==> config.mk <==
export PLATFORM = sky130hd
export DESIGN_NAME = add_accum
export DESIGN_NICKNAME = d
export VERILOG_FILES = /design/src/rtl/add_accum.sv
export SDC_FILE = /design/constraint.sdc
export NUM_CORES = 1
export LEC_CHECK = 0
export ABC_AREA = 1
export BUFFER_PORTS_ARGS = -buffer_cell sky130_fd_sc_hd__buf_2
export CAP_MARGIN = 25
export CELL_PAD_IN_SITES_DETAIL_PLACEMENT = 1
export CELL_PAD_IN_SITES_GLOBAL_PLACEMENT = 2
export CORE_AREA = 2 2 195 197
export CTS_CLUSTER_SIZE = 20
export DETAILED_ROUTE_END_ITERATION = 10
export DIE_AREA = 0 0 197 199
export PLACE_DENSITY = 0.8
export SYNTH_ARGS = -nofsm -noshare
export SYNTH_HDL_FRONTEND = slang
export SYNTH_SLANG_ARGS = --single-unit
==> constraint.sdc <==
create_clock -name clk -period 8 [get_ports clk]
set_clock_uncertainty 0.15 [all_clocks]
set_input_delay 0.8 -clock clk [delete_from_list [all_inputs] [get_ports clk]]
set_output_delay 0.8 -clock clk [all_outputs]
set_load 0.01 [all_outputs]
==> src/rtl/add_accum.sv <==
// add_accum: batch accumulator behind an adder stage.
// Sums len samples exactly and reports the low bits plus signed overflow.
module add_accum #(
  parameter int WIDTH = 64,
  parameter int CNT_W = 8
) (
  input  logic             clk,
  input  logic             rst_n,
  input  logic             start,
  input  logic [CNT_W-1:0] len,
  output logic             busy,
  input  logic             in_valid,
  output logic             in_ready,
  input  logic [WIDTH-1:0] in_data,
  input  logic             in_signed,
  output logic             out_valid,
  input  logic             out_ready,
  output logic [WIDTH-1:0] out_data,
  output logic             out_ovf
);

  // Wide enough that 2^CNT_W-1 full-scale samples
  // of either signedness never wrap.
  localparam int ACC_W = WIDTH + CNT_W + 1;
  localparam int EXT_W = ACC_W - WIDTH;

  localparam logic [1:0] S_IDLE = 2'd0;
  localparam logic [1:0] S_ACC  = 2'd1;
  localparam logic [1:0] S_DONE = 2'd2;

  localparam logic [CNT_W-1:0] CNT_ONE = 1;

  logic [1:0]              state_q, state_d;
  logic signed [ACC_W-1:0] acc_q, acc_d;
  logic [CNT_W-1:0]        cnt_q, cnt_d;
  logic [CNT_W-1:0]        len_q, len_d;
  logic [WIDTH-1:0]        res_q, res_d;
  logic                    ovf_q, ovf_d;

  logic                    st_idle;
  logic                    st_acc;
  logic                    st_done;
  logic                    take;
  logic                    last;
  logic [CNT_W-1:0]        cnt_inc;
  logic signed [ACC_W-1:0] ext;
  logic signed [ACC_W-1:0] sum;
  logic [EXT_W:0]          hi;
  logic                    sum_ovf;

  assign st_idle = (state_q == S_IDLE);
  assign st_acc  = (state_q == S_ACC);
  assign st_done = (state_q == S_DONE);

  assign in_ready  = st_acc;
  assign out_valid = st_done;
  assign busy      = st_acc | st_done;
  assign out_data  = res_q;
  assign out_ovf   = ovf_q;

  assign take = in_valid & st_acc;

  // Extend the sample, add it, and judge signed range of the result.
  always_comb begin
    ext = $signed({{EXT_W{in_signed & in_data[WIDTH-1]}},
                   in_data});
    sum = acc_q + ext;
    cnt_inc = cnt_q + CNT_ONE;
    last = (cnt_inc == len_q);
    hi = sum[ACC_W-1:WIDTH-1];
    sum_ovf = !((&hi) || (~|hi));
  end

  // Batch sequencing: arm on start, sum samples, hold result.
  always_comb begin
    state_d = state_q;
    acc_d   = acc_q;
    cnt_d   = cnt_q;
    len_d   = len_q;
    res_d   = res_q;
    ovf_d   = ovf_q;
    unique case (1'b1)
      st_idle: begin
        if (start) begin
          acc_d = '0;
          cnt_d = '0;
          len_d = len;
          if (len == '0) begin
            state_d = S_DONE;
            res_d   = '0;
            ovf_d   = 1'b0;
          end else begin
            state_d = S_ACC;
          end
        end
      end
      st_acc: begin
        if (take) begin
          acc_d = sum;
          cnt_d = cnt_inc;
          if (last) begin
            state_d = S_DONE;
            res_d   = sum[WIDTH-1:0];
            ovf_d   = sum_ovf;
          end
        end
      end
      st_done: begin
        if (out_ready) begin
          state_d = S_IDLE;
        end
      end
      default: begin
        state_d = S_IDLE;
      end
    endcase
  end

  // State registers; reset drops any batch in flight.
  always_ff @(posedge clk or negedge rst_n) begin
    if (!rst_n) begin
      state_q <= S_IDLE;
      acc_q   <= '0;
      cnt_q   <= '0;
      len_q   <= '0;
      res_q   <= '0;
      ovf_q   <= 1'b0;
    end else begin
      state_q <= state_d;
      acc_q   <= acc_d;
      cnt_q   <= cnt_d;
      len_q   <= len_d;
      res_q   <= res_d;
      ovf_q   <= ovf_d;
    end
  end

endmodule

==> impl_summary.txt <==
----------------------------------------------------
[Cells and area]
  Final cell area excluding filler cells ... 13900 sq um
  Antenna cell count ... 0
  Layout Nets ... 2175
  Syn-to-layout area delta ... 15.40%
  Fraction of layout cells with a size suffix above 1 ... 0.1072

[STA]
  Share of the cycle needed by the critical path after routing ... 0.5533
  Fmax ... 0.2259 GHz
  Setup repair after global routing missed its margin ... no
  Final total negative setup slack ... 0 ns
  Max-slew violation count ... 0
  Relative slew slack ... 0.3927
  Final worst slack ... 3.574 ns
  Final setup fails ... 0
  Shortest period the worst path allows ... 4.426 ns
  Actual transition at the worst max-transition pin ... 0.9109 ns
  Final hold violations ... 0

[Logic synthesis]
  Cells after Synth ... 1886
  Count of flip-flops with a built-in enable after synthesis ... 0
  Leading cell types by count after synthesis ... 686 x sky130_fd_sc_hd__nand2_1, 266 x sky130_fd_sc_hd__inv_1, 167 x sky130_fd_sc_hd__o21ai_0
  Synthesized net count ... 2041
  Library cell with the highest instance count after synthesis ... sky130_fd_sc_hd__nand2_1
  Part of the Yosys area used for sequential elements ... 0.3240
  Cells taking the most area after synthesis ... sky130_fd_sc_hd__dfrtp_1 32%, sky130_fd_sc_hd__nand2_1 21%, sky130_fd_sc_hd__inv_1 8.3%
  Synth Cell Area ... 12050 sq um
  Async set or reset register ratio after synthesis ... 1.000
  Number of different library cells in the post-synthesis netlist ... 40
  Syn. warnings ... 0
  Mean instance size in the synthesized netlist ... 6.389 sq um
  Cell type with the highest aggregate area in the netlist ... sky130_fd_sc_hd__dfrtp_1
  Fraction of post-synthesis cell area in the top cell type by area ... 0.3240
  Number of flip-flops and latches in the synthesized netlist ... 156
  Most frequently used flop master after synthesis ... sky130_fd_sc_hd__dfrtp_1

[Critical path]
  Critical path required time ... 8.16 ns
  Worst Setup End Kind ... flop
  Kind of cell with the highest combined delay on the critical path ... buffers and inverters
  Arrival time reported for the critical path endpoint ... 4.59 ns
  Type of the setup path with the least slack ... flop to flop
  Cell with the biggest individual delay on the critical path ... sky130_fd_sc_hd__clkinv_2
  List of cells traversed by the critical path ... inv_1 -> ha_1 -> inv_2 -> or2_1 -> nand2_1 -> a21oi_2 -> clkinv_2 -> nor2_1 -> buf_4 -> nand2_4 -> buf_4 -> buf_16 -> nand2_1 -> o21ai_0
  Largest fanout on the critical path ... 90
  Kind of launch point of the worst setup path ... flop
  CP bufs+invs ... 6
  Longest individual stage delay on the worst path ... 0.69 ns

[Floorplan]
  Die Span X ... 197 um
  Core outline area ... 37130 sq um
  I/O pin count ... 146
  Die Height ... 199 um
  Number of rows in the core area ... 71
  Floorplan die area ... 39200 sq um
  Initial Utilization ... 0.3245

[Routing]
  Count of unresolved DRC violations after routing ... 0
  Total number of vias ... 12223
  Antenna violation net count after detailed routing ... 0
  Routed wire length ... 43440 um
  Number of DRC markers after the initial detailed-route iteration ... 604
  Routed wirelength normalized by instance count ... 17.33 um
  Routed via count divided by cell count ... 4.876
  DRT Pass-1 Iters ... 5

[Clocking]
  Buffers inserted during post-CTS setup optimization ... 0
  Clock tree from TritonCTS ... yes
  Total clock buffers created by CTS ... 17
  Number of sinks driven by the clock tree ... 156
  CTS Root Cell ... sky130_fd_sc_hd__clkbuf_16
  Largest buffer count on any clock path ... 2
  Number of hold buffers added after CTS ... 0
  Clock latency of the later-clocked register in the worst-skew pair ... 0.46 ns
  Post-cts sizing count ... 0
  CTS H-Tree Depth ... 4
  Clk slew on worst S/H paths ... 0.07 ns

[Placed design]
  IO buf count ... 145
  HPWL Detailed ... 35220 um
  Dpl ws ... 3.589 ns
  Cell area reported after detailed placement ... 13270 sq um
  RePlAce Congestion ... 0.8815

[Power]
  Total design power ... 5.421 mW
  Power density over the cells ... 389.8 nW/um^2
  Leakage power total ... 7.583 nW
  Worst VDD drop ... 0.3020 mV

[Run status]
  Run status ... completed

[Global routing]
  Number of global-route vias before repair ... 12515
  Number of antenna violations at the first check in global routing ... 0
  Pin count of the biggest net entering global routing ... 93
  GRT Residual Overflow ... 0
  Total routing usage reported by global routing ... 0.2283
  Wire length of the first global-routing pass ... 68900 um

[Hold path]
  Worst min-delay path class ... primary input to async pin

[Flow run]
  Count of maximum capacitance violations ... 0

----------------------------------------------------
## layout by cell type, fill, tap and decap left out, types with 3 or more instances in the layout
master,count
sky130_fd_sc_hd__nand2_1,686
sky130_fd_sc_hd__inv_1,266
sky130_fd_sc_hd__o21ai_0,167
sky130_fd_sc_hd__nor2_1,156
sky130_fd_sc_hd__dfrtp_1,156
sky130_fd_sc_hd__buf_2,144
sky130_fd_sc_hd__a21oi_1,129
sky130_fd_sc_hd__ha_1,76
sky130_fd_sc_hd__nand3_1,72
sky130_fd_sc_hd__nor3_1,23
sky130_fd_sc_hd__o21bai_1,22
sky130_fd_sc_hd__clkbuf_16,17
sky130_fd_sc_hd__or2_2,13
sky130_fd_sc_hd__mux2_2,8
sky130_fd_sc_hd__xor2_1,7
sky130_fd_sc_hd__nand4_1,7
sky130_fd_sc_hd__o21ai_2,7
sky130_fd_sc_hd__clkinv_2,5
sky130_fd_sc_hd__and2_1,5
sky130_fd_sc_hd__nor4_1,5
sky130_fd_sc_hd__xnor2_1,5
sky130_fd_sc_hd__nand3b_1,5
sky130_fd_sc_hd__buf_4,5
sky130_fd_sc_hd__a31oi_1,4
sky130_fd_sc_hd__o22ai_1,4
sky130_fd_sc_hd__and3_1,4
sky130_fd_sc_hd__a22o_1,4
sky130_fd_sc_hd__o31ai_1,3
sky130_fd_sc_hd__bufinv_16,3
## sequential cells by signal, summed over array words and instances, names as in the netlist
signal    flops
acc_q        73
cnt_q         8
len_q         8
out_ovf       1
state_q       2
out_data     64
## final timing paths
| check | start | end | slack, ns | depth (start not counted) |
|---|---|---|---|---|
| max in group asynchronous | rst_n | out_data[21] | 6.32 | 3 |
| setup / recovery | state_q[1] | out_data[53] | 3.57 | 14 |
| hold reg to reg | out_data[39] | out_data[39] | 0.33 | 2 |
| min in group clk | out_data[39] | out_data[39] | 0.33 | 2 |
| setup reg to reg | state_q[1] | out_data[53] | 3.57 | 14 |
| hold / removal | rst_n | out_data[23] | 0.25 | 1 |
## report_power, final
part	leakage, nW	switching [mW]	internal (mW)
Combinational	5.21	2.28	0.986
Clock	0.293	0.353	0.506
Sequential	2.08	0.187	1.10
## worst reg2reg max path, delay by kind of cell, from the launching register on
kind	cells	cell delay [ns]
simple gates	5	0.85
fa+ha+maj	1	0.20
compound gates	2	0.73
flops	1	0.38
buf+inv	6	1.99
## layer usage
metal	share of wire	wire length, um	track usage	vias up
met3	0.025	1083	0.02526	25
li1	-	-	-	6246
met5	0	0	0	-
met4	0.013	543	0.05207	0
met1	0.54	23340	0.3381	5776
met2	0.43	18470	0.3551	176
## cell type report
type | instances | area, sq um
Clock buffer | 21 | 460.4
Clock inverter | 11 | 142.6
Fill cell | 4891 | 23230
Inverter | 268 | 1007
Multi-Input combinational cell | 1425 | 6973
Sequential cell | 156 | 3904
Tap cell | 474 | 593.1
Timing Repair Buffer | 152 | 824.5
## cells by family (layout without fill, tap and decap cells)
group                    after synthesis  after routing  synth area share
AND/OR/NAND/NOR                      981            981            0.3256
AO/OA/AOI/OAI                        346            346            0.1545
buffers and inverters                305            452           0.09772
flip-flops                           156            156            0.3240
adder cells (fa/ha/maj)               77             77           0.08058
XOR/XNOR                              13             13           0.01007
multiplexers                           8              8          0.007477
## through the flow
step	instances	hold WS [ns]	utilization
after floorplan	1886	0.3029	-
after global placement	2473	0.3045	0.3567
after detailed placement	2474	0.3101	0.3575
after CTS	2506	0.2983	0.3737
after global routing	2507	0.3078	0.3745
final	2507	0.2484	0.3745
No activity file was read; power rests on OpenSTA's default activity.
